## src/rtl/qupls4_fpu_scheduler_pkg.sv

```systemverilog
// Shared types for the FPU scheduler: ROB index/mask types, scheduler state and conveyor stage.
package qupls4_fpu_scheduler_pkg;

   localparam int ROB_ENTRIES = 32;

   typedef logic [$clog2(ROB_ENTRIES)-1:0] rob_ndx_t;
   typedef logic [ROB_ENTRIES-1:0]         rob_bitmask_t;

   typedef enum logic {
      S_IDLE = 1'b0,
      S_ITER = 1'b1
   } fpu_sched_state_t;

   typedef struct packed {
      logic     v;
      logic     kill;
      rob_ndx_t rndx;
   } fpu_conv_stage_t;

endpackage

```

## src/rtl/qupls4_fpu_scheduler_rr_arbiter.sv

```systemverilog
// Round-robin arbiter: search starts at the pointer, pointer moves past the winner only when acknowledged.
module qupls4_rr_arbiter #(
   parameter int NREQ = 4
) (
   input  logic                     clk,
   input  logic                     rst,
   input  logic [NREQ-1:0]          req,
   input  logic                     ack,
   output logic [NREQ-1:0]          gnt,
   output logic [$clog2(NREQ)-1:0]  gnt_idx,
   output logic                     any
);

   localparam int SW = $clog2(NREQ);

   logic [SW-1:0] ptr;

   always_comb begin
      gnt     = '0;
      gnt_idx = '0;
      any     = 1'b0;
      for (int i = 0; i < NREQ; i++) begin
         if (!any && req[(int'(ptr) + i) % NREQ]) begin
            any                           = 1'b1;
            gnt_idx                       = SW'((int'(ptr) + i) % NREQ);
            gnt[(int'(ptr) + i) % NREQ]   = 1'b1;
         end
      end
   end

   always_ff @(posedge clk) begin
      if (rst)
         ptr <= '0;
      else if (ack)
         ptr <= (gnt_idx == SW'(NREQ - 1)) ? '0 : gnt_idx + 1'b1;
   end

endmodule

```

## src/rtl/qupls4_fpu_scheduler.sv

```systemverilog
// Shares one FPU between NREQ stations: round-robin issue, latency conveyor for pipelined ops,
// iterative-op state machine, stomp tracking and writeback. Optional watchdog: QUPLS4_FPU_SCHED_TIMEOUT_EN.
module qupls4_fpu_scheduler
   import qupls4_fpu_scheduler_pkg::*;
#(
   parameter int NREQ     = 4,
   parameter int PIPE_LAT = 3,
   parameter int TIMEOUT  = 255
) (
   input  logic                     clk,
   input  logic                     rst,
   input  logic [NREQ-1:0]          req,
   input  logic [NREQ-1:0]          req_iter,
   input  rob_ndx_t                 req_rndx [NREQ],
   input  rob_bitmask_t             stomp,
   input  logic                     fpu_done,
   output logic [NREQ-1:0]          gnt,
   output logic                     fpu_issue,
   output logic [$clog2(NREQ)-1:0]  fpu_sel,
   output logic                     fpu_idle,
   output logic                     wb_v,
   output rob_ndx_t                 wb_rndx,
   output logic                     wb_exc
);

   if (NREQ < 2 || NREQ > 8 || PIPE_LAT < 1 || TIMEOUT < 1) begin : g_bad_cfg
      $error("qupls4_fpu_scheduler: illegal parameter combination");
   end

   logic [NREQ-1:0]         arb_oh;
   logic [$clog2(NREQ)-1:0] arb_idx;
   logic                    arb_any;

   fpu_sched_state_t state, state_nxt;
   fpu_conv_stage_t  conv [PIPE_LAT];
   fpu_conv_stage_t  push;
   rob_ndx_t         iter_rndx;
   logic             iter_kill;
   logic             conv_empty;
   logic             issue_ok;
   logic             iter_done;
   logic             timeout;

   qupls4_rr_arbiter #(.NREQ(NREQ)) u_arb (
      .clk     (clk),
      .rst     (rst),
      .req     (req),
      .ack     (issue_ok),
      .gnt     (arb_oh),
      .gnt_idx (arb_idx),
      .any     (arb_any)
   );

`ifdef QUPLS4_FPU_SCHED_TIMEOUT_EN
   localparam int TW = $clog2(TIMEOUT + 1);
   logic [TW-1:0] wd_cnt;

   // Counter restarts every time S_ITER is entered; expiry only matters if the FPU stayed silent.
   always_ff @(posedge clk) begin
      if (rst || state != S_ITER)
         wd_cnt <= '0;
      else
         wd_cnt <= wd_cnt + 1'b1;
   end

   assign timeout = (state == S_ITER) && (wd_cnt == TW'(TIMEOUT - 1)) && !fpu_done;
`else
   assign timeout = 1'b0;
`endif

   always_comb begin
      conv_empty = 1'b1;
      for (int i = 0; i < PIPE_LAT; i++)
         if (conv[i].v) conv_empty = 1'b0;
   end

   // An iterative winner stalls the whole arbiter until the conveyor drains, so it cannot be starved.
   always_comb begin
      issue_ok  = !rst && state == S_IDLE && arb_any && (!req_iter[arb_idx] || conv_empty);
      fpu_issue = issue_ok;
      gnt       = issue_ok ? arb_oh : '0;
      fpu_sel   = issue_ok ? arb_idx : '0;
      push      = '0;
      if (issue_ok && !req_iter[arb_idx]) begin
         push.v    = 1'b1;
         push.rndx = req_rndx[arb_idx];
         push.kill = stomp[req_rndx[arb_idx]];
      end
      state_nxt = state;
      iter_done = 1'b0;
      case (state)
         S_IDLE: if (issue_ok && req_iter[arb_idx]) state_nxt = S_ITER;
         S_ITER: if (fpu_done || timeout) begin
            iter_done = 1'b1;
            state_nxt = S_IDLE;
         end
         default: state_nxt = S_IDLE;
      endcase
      if (iter_done) begin
         wb_v    = ~iter_kill;
         wb_rndx = iter_rndx;
         wb_exc  = timeout;
      end else begin
         wb_v    = conv[PIPE_LAT-1].v & ~conv[PIPE_LAT-1].kill;
         wb_rndx = conv[PIPE_LAT-1].rndx;
         wb_exc  = 1'b0;
      end
      fpu_idle = (state == S_IDLE) && conv_empty && !issue_ok;
   end

   always_ff @(posedge clk) begin
      if (rst) begin
         for (int i = 0; i < PIPE_LAT; i++) conv[i] <= '0;
      end else begin
         conv[0] <= push;
         for (int i = 1; i < PIPE_LAT; i++) begin
            conv[i].v    <= conv[i-1].v;
            conv[i].rndx <= conv[i-1].rndx;
            conv[i].kill <= conv[i-1].kill | stomp[conv[i-1].rndx];
         end
      end
   end

   // The FPU is never aborted; a stomp only marks the running iterative op so its writeback is dropped.
   always_ff @(posedge clk) begin
      if (rst) begin
         state     <= S_IDLE;
         iter_rndx <= '0;
         iter_kill <= 1'b0;
      end else begin
         state <= state_nxt;
         if (state == S_IDLE && state_nxt == S_ITER) begin
            iter_rndx <= req_rndx[arb_idx];
            iter_kill <= stomp[req_rndx[arb_idx]];
         end else if (state == S_ITER) begin
            iter_kill <= iter_kill | stomp[iter_rndx];
         end
      end
   end

endmodule

```

## config.mk

```make
export PLATFORM = sky130hd
export DESIGN_NAME = qupls4_fpu_scheduler
export DESIGN_NICKNAME = d
export VERILOG_FILES = /design/src/rtl/qupls4_fpu_scheduler_pkg.sv /design/src/rtl/qupls4_fpu_scheduler_rr_arbiter.sv /design/src/rtl/qupls4_fpu_scheduler.sv
export SDC_FILE = /design/constraint.sdc
export NUM_CORES = 1
export LEC_CHECK = 0
export ABC_AREA = 1
export BUFFER_PORTS_ARGS = -buffer_cell sky130_fd_sc_hd__buf_2
export CORE_AREA = 10 10 74 102
export DETAILED_ROUTE_END_ITERATION = 8
export DIE_AREA = 0 0 84 112
export PLACE_DENSITY = 0.81
export REMOVE_ABC_BUFFERS = 1
export SLEW_MARGIN = 0
export SYNTH_ARGS = -nofsm -noshare
export SYNTH_HDL_FRONTEND = slang
export SYNTH_SLANG_ARGS = --single-unit
```

## constraint.sdc

```tcl
create_clock -name clk -period 9.2 [get_ports clk]
set_input_delay 2.76 -clock clk [delete_from_list [all_inputs] [get_ports clk]]
set_output_delay 2.76 -clock clk [all_outputs]
set_load 0.05 [all_outputs]
```

==> flow_metrics.tcl, run 1 <==
set metrics [dict create \
    status "finished clean" \
    synth-seq-area-share_pct 19.67 \
    nFillCells 587 \
    crit_type "in2out" \
    dpl_cell_area_um2 3401 \
    path_clk_slew_ns 0.06 \
    dieHeight_um 112 \
    ys_warn_count 0 \
    seq_area_um2 600.6 \
    fin_crit_sh_pct 83.84 \
    worst_ep_required_time_ns 6.44 \
    pre_cts_slack_ns 1.514 \
    route.detailed.drc 0 \
    sw_frac_of_total_pct 60.44 \
    max_freq_ghz 0.1296 \
    path_buf_inv 5 \
    critical_path.most_common_cell "nand2_2" \
    cp_data_arrival_time_ns 4.95 \
    dpl.hpwl_mm 8.322 \
    drv_cap 0 \
    row_count 33 \
    cpMaxStageDelayCell "nor2_2" \
    cp.depth 16 \
    grt_pass1_vias 3707 \
    die_area_um2 9408 \
    final_cell_mix "nand2_1 (91), nand3_1 (80), buf_2 (76), inv_1 (75), o21ai_0 (59)" \
    syn2layout_area_growth_pct 14.39 \
    antenna_found_initial 0 \
    dr.pass1.iters 6 \
    cts_buffers 5 \
    finalWorstSetupSlack_ns 1.487 \
    netlist_area_um2 3053 \
    synth_area_leaders "dfxtp_1 (20%), nand3_1 (13%), nand2_1 (11%)" \
    num_vias 3753 \
    p_comb_share_pct 74.5 \
    fin_hold_ws_ns 0.4173 \
    wirelength_mm 10.54 \
    h-tree-depth 2 \
    clock_latency_ns 0.27 \
    worst_path_dominant_cell_family "simple AND/OR/NAND/NOR gates" \
    antenna_cells 0 \
    avgSynthCellArea_um2 5.905 \
    gp_congestion 1.019 \
    p_per_area_nw_per_um2 372.7 \
    clk_path_buf_depth 2 \
    hold_buffers 0 \
    fin_skew_ns 0.006289 \
    fin_tns_setup_ns 0 \
    ys_seq_elements 30 \
    r2r.worst_path.cells 19 \
    fin_crit_ns 7.713 \
    synth_ff_type "dfxtp_1" \
    cpPeakStageDelay_ns 0.43 \
    vdd_drop_max_mv 0.3619 \
    hold_depth 2 \
    start_util_pct 53.58 \
    leakage_nw 1.720 \
    ios 78 \
    power_frac_seq_pct 17.4 \
    intPower_mw 0.5148 \
    drt_iter0_drc 342 \
    cts_resized 0 \
    hold_violations 0 \
    cts_root_buf "clkbuf_8" \
    min_path_type "reg2reg" \
    p_switching_mw 0.7866 \
    syn_inst 517 \
    wl_per_cell_um 16.21 \
    layout_commonest_cell "nand2_1" \
    setup_viol 0 \
    nets 650 \
    die_x_um 84 \
    crit_chain "buf_2 > inv_1 > nand2_1 > nand3_2 > nand2_4 > clkinv_4 > nand2_2 > o21ai_2 > nor2_2 > nand3_1 > nand2_1 > nand2_2 > nand2_2 > inv_2 > nor2_1 > buf_2" \
    postLayoutCellArea_um2 3492 \
    grt_setup_unrepaired "no" \
    grt_first_pass_wirelength_mm 17.31 \
    numClockSinks 30 \
    relSlewSlack_pct 47.88 \
    post_drt_via_cell_ratio 5.774 \
    worstSetupEndpointType "output pin" \
    finalMaxSlewViolations 0 \
    grt_max_degree 26 \
    cp_max_fo 11 \
    pwr-share-clk_pct 8.1 \
    postCtsSetupBuffers 0 \
    gr-total-overflow 0 \
    synth-edff-count 0 \
    async_flop_share_pct 0 \
    yosysUniqueCellTypes 39 \
    tritoncts "built" \
    cp-start-kind "input port" \
    drive_gt1_share_pct 20.34 \
    io_buffers 76 \
    power.total_mw 1.301 \
    multi_input_area_um2 2016 \
    ant_nets 0 \
    grt_usage_pct 21.32 \
    synth_top_area_cell "dfxtp_1" \
    tightest_slew_ns 0.7807 \
    synth_top_area_share_pct 19.67 \
    core_area_um2 5698 \
]
## per-stage QoR
stage / std cells / utilization [%]
2_1_floorplan: 496 / -
3_3_place_gp: 642 / 59.68
3_5_place_dp: 642 / 59.68
4_1_cts: 650 / 61.29
5_1_grt: 650 / 61.29
6_report: 650 / 61.29
## worst paths after layout
kind                start          to  slack (ns)
max                req[2]  fpu_sel[0]        1.49
min            conv[1][6]  conv[2][6]        0.42
max reg2reg  u_arb.ptr[0]   iter_kill        5.48
min reg2reg    conv[1][6]  conv[2][6]        0.42
## tightest hold or removal path, cell delays in order, from the launching register on
cell and delay, ns:
dfxtp_1 0.31, inv_1 0.04, nor2_1 0.03
## logic make-up (layout without fill, tap and decap cells)
logic type                 Yosys count  in the layout  share of synthesized area [%]
AOI/OAI and AO/OA                  137            137                          25.41
adders and majority gates            8              8                          3.279
buffers and inverters              104            167                          14.30
DFF                                 30             30                          19.67
other                                1              1                         0.1228
and+or+nand+nor                    237            237                          37.21
## power groups by stage
stage | Clock (mW) | Combinational, mW | Sequential, mW
final | 0.105 | 0.969 | 0.227
after global routing | 0.112 | 1.07 | 0.230
after CTS | 0.107 | 0.960 | 0.222
after detailed placement | 0 | 0.955 | 0.225
after global placement | 0 | 0.946 | 0.224
after floorplan | 0 | 0.731 | 0.205
## sequential cells by signal, indices dropped and copies added (netlist names)
name	count
iter_rndx	5
iter_kill	1
conv	21
u_arb.ptr	2
state	1
## synth_stat cells, types with 5 or more instances
master,instances
a21oi_1,55
a221oi_1,8
buf_6,5
clkbuf_1,15
dfxtp_1,30
ha_1,8
inv_1,75
nand2_1,91
nand2_2,11
nand3_1,80
nand3_2,6
nor2_1,33
o21ai_0,59
## per-layer routing
metal | GRT usage [%] | vias up | part of all wire, %
li1 | - | 1846 | -
met1 | 22.77 | 1639 | 39
met2 | 38.29 | 222 | 49
met3 | 4.158 | 46 | 7.7
met4 | 11.20 | 0 | 4.7
met5 | 0 | - | 0
## layout make-up
| type | count | share of cell area [%] |
|---|---|---|
| Tap cell | 70 | 2.508 |
| Multi-Input combinational cell | 383 | 57.72 |
| Timing Repair Buffer | 76 | 10.89 |
| Sequential cell | 30 | 17.20 |
| Inverter | 83 | 9.065 |
| Clock inverter | 1 | 0.1433 |
| Clock buffer | 7 | 2.472 |
No activity file was read; power rests on OpenSTA's default activity.
==> inputs of run 2 (changes only) <==
--- a/config.mk
+++ b/config.mk
@@ -5,12 +5,12 @@
 export SDC_FILE = /design/constraint.sdc
 export NUM_CORES = 1
 export LEC_CHECK = 0
-export ABC_AREA = 1
+export ABC_AREA = 0
 export BUFFER_PORTS_ARGS = -buffer_cell sky130_fd_sc_hd__buf_2
-export CORE_AREA = 10 10 74 102
+export CORE_AREA = 10 10 75 103
 export DETAILED_ROUTE_END_ITERATION = 8
-export DIE_AREA = 0 0 84 112
-export PLACE_DENSITY = 0.81
+export DIE_AREA = 0 0 85 113
+export PLACE_DENSITY = 0.79
 export REMOVE_ABC_BUFFERS = 1
 export SLEW_MARGIN = 0
 export SYNTH_ARGS = -nofsm -noshare
==> constraint.sdc (replaced) <==
create_clock -name clk -period 7.2 [get_ports clk]
set_input_delay 2.16 -clock clk [delete_from_list [all_inputs] [get_ports clk]]
set_output_delay 2.16 -clock clk [all_outputs]
set_load 0.05 [all_outputs]
==> run 2 against run 1 <==
Via count decreased by 25%. Sequential power increased by 33%. Worst hold slack improved by 0.058 ns. Routed wire length decreased by 20%. First-iteration DRC count decreased by 44%. Combinational power increased by 9%. Sequential share of layout area decreased by 0.18 points. Critical path depth decreased by 5. Design area increased by 1.1%.
==> flow_metrics.tcl, run 2 <==
set metrics [dict create \
    ys_seq_elements 30 \
    pre_cts_slack_ns 0.5080 \
    hold_buffers 0 \
    nets 448 \
    leakage_nw 1.481 \
    synth_ff_type "dfxtp_1" \
    io_buffers 76 \
    relSlewSlack_pct 56.57 \
    p_per_area_nw_per_um2 425.0 \
    start_util_pct 52.89 \
    fin_skew_ns 0.006939 \
    die_area_um2 9605 \
    wirelength_mm 8.421 \
    num_vias 2814 \
    avgSynthCellArea_um2 9.775 \
    cts_root_buf "clkbuf_8" \
    ant_nets 0 \
    clk_path_buf_depth 2 \
    dr.pass1.iters 4 \
    drive_gt1_share_pct 36.77 \
    numClockSinks 30 \
    hold_violations 0 \
    netlist_area_um2 3079 \
    drt_iter0_drc 191 \
    cp_max_fo 12 \
    synth_top_area_share_pct 24.87 \
    nFillCells 502 \
    antenna_found_initial 0 \
    fin_crit_sh_pct 92.74 \
    h-tree-depth 2 \
    route.detailed.drc 0 \
    grt_max_degree 26 \
    setup_viol 0 \
    grt_usage_pct 16.62 \
    wl_per_cell_um 18.80 \
    synth-edff-count 0 \
    yosysUniqueCellTypes 57 \
    grt_pass1_vias 2964 \
    clock_latency_ns 0.28 \
    row_count 33 \
    cts_buffers 5 \
    power.total_mw 1.500 \
    dieHeight_um 113 \
    ys_warn_count 0 \
    final_cell_mix "buf_2 (76), nor2_1 (37), mux4_2 (34), dfxtp_1 (30), mux2i_1 (29)" \
    worst_ep_required_time_ns 5.04 \
    post_drt_via_cell_ratio 6.281 \
    finalWorstSetupSlack_ns 0.5227 \
    grt_first_pass_wirelength_mm 13.77 \
    dpl.hpwl_mm 6.850 \
    fin_tns_setup_ns 0 \
    ys_top_cells_by_count "nor2_1 (37), mux4_2 (34), dfxtp_1 (30), mux2i_1 (29), nand2_1 (18)" \
    drv_cap 0 \
    syn_inst 315 \
    finalMaxSlewViolations 0 \
    vdd_drop_max_mv 0.2433 \
    synth-seq-area-share_pct 19.50 \
    layout_commonest_cell "buf_2" \
    max_freq_ghz 0.1498 \
    worstSetupEndpointType "output pin" \
    status "finished clean" \
    gp_congestion 0.9458 \
    gr-total-overflow 0 \
    fin_crit_ns 6.677 \
    tritoncts "built" \
    cp_data_arrival_time_ns 4.52 \
    tightest_slew_ns 0.6505 \
    synth_top_area_cell "mux4_2" \
    async_flop_share_pct 0 \
    yosysMostFrequentCell "nor2_1" \
    cp-start-kind "input port" \
    antenna_cells 0 \
    largest_reg_flops 21 \
    crit_type "in2out" \
    path_clk_slew_ns 0.06 \
    syn2layout_area_growth_pct 14.63 \
    synth_area_leaders "mux4_2 (25%), dfxtp_1 (20%), mux2i_1 (9.4%)" \
    postCtsSetupBuffers 0 \
    grt_setup_unrepaired "no" \
    top_register "conv" \
    core_area_um2 5822 \
    die_x_um 85 \
    reg_top3 "conv (21), iter_rndx (5), u_arb.ptr (2)" \
    ios 78 \
    cts_resized 0 \
    final_util_pct 60.63 \
    min_path_type "reg2reg" \
]
## run 2: cell types whose count changed after synthesis, moves of 29 or more
cell	delta
nand2_1	-73
a21oi_1	-42
mux4_2	+34
o21ai_0	-55
mux2i_1	+29
nand3_1	-78
inv_1	-69
## run 2: final cells by class
type | count | area (um2) | share of cell area, %
Clock buffer | 7 | 86.33 | 2.446
Clock inverter | 1 | 5.005 | 0.1418
Inverter | 7 | 26.28 | 0.7444
Multi-Input combinational cell | 253 | 2313 | 65.54
Sequential cell | 30 | 600.6 | 17.02
Tap cell | 70 | 87.58 | 2.481
Timing Repair Buffer | 80 | 410.4 | 11.63
## run 2: cells by family after synthesis
kind of cell	after synthesis	synth area share, %
and+or+nand+nor	115	20.07
muxes	72	37.59
AOI/OAI and AO/OA	56	13.82
buffers and inverters	32	5.364
DFF	30	19.50
adders and majority gates	8	3.251
other	1	0.1218
xor gates and xnor gates	1	0.2845
## run 2: report_power, final
group	total (mW)	internal, mW	switching, mW
Combinational	1.06	0.478	0.585
Sequential	0.302	0.217	0.0854
Clock	0.135	0.0769	0.0582
Total	1.50	0.772	0.729
## run 2: path summary, 6_finish.rpt
path | startpoint | to | slack (ns) | cells after the start
max | req[2] | gnt[1] | 0.52 | 11
min | conv[1][5] | conv[2][5] | 0.47 | 2
max reg2reg | u_arb.ptr[0] | iter_kill | 2.36 | 13
min reg2reg | conv[1][5] | conv[2][5] | 0.47 | 2
## run 2: metal layers
metal	part of all wire, %	global-route usage (%)
met2	53	30.36
met5	0	0
met4	2.3	5.066
met1	40	19.27
met3	3.9	2.225
## run 2: metrics by stage
step                      area [um2]  hold WS, ns  instances
after floorplan                 2940       0.4173        290
after global placement          3438       0.4425        440
after detailed placement        3438       0.4607        440
after CTS                       3530       0.4738        448
after global routing            3530       0.4934        448
final                           3530       0.4749        448
## run 2: worst max-delay path, cell delays in order
cell	delay, ns
buf_2	0.19
or3b_1	0.36
a2111oi_0	0.40
a211o_1	0.24
o22a_1	0.20
mux2i_1	0.18
buf_4	0.15
nand2_1	0.05
nand2_1	0.27
nor2_1	0.09
buf_2	0.22
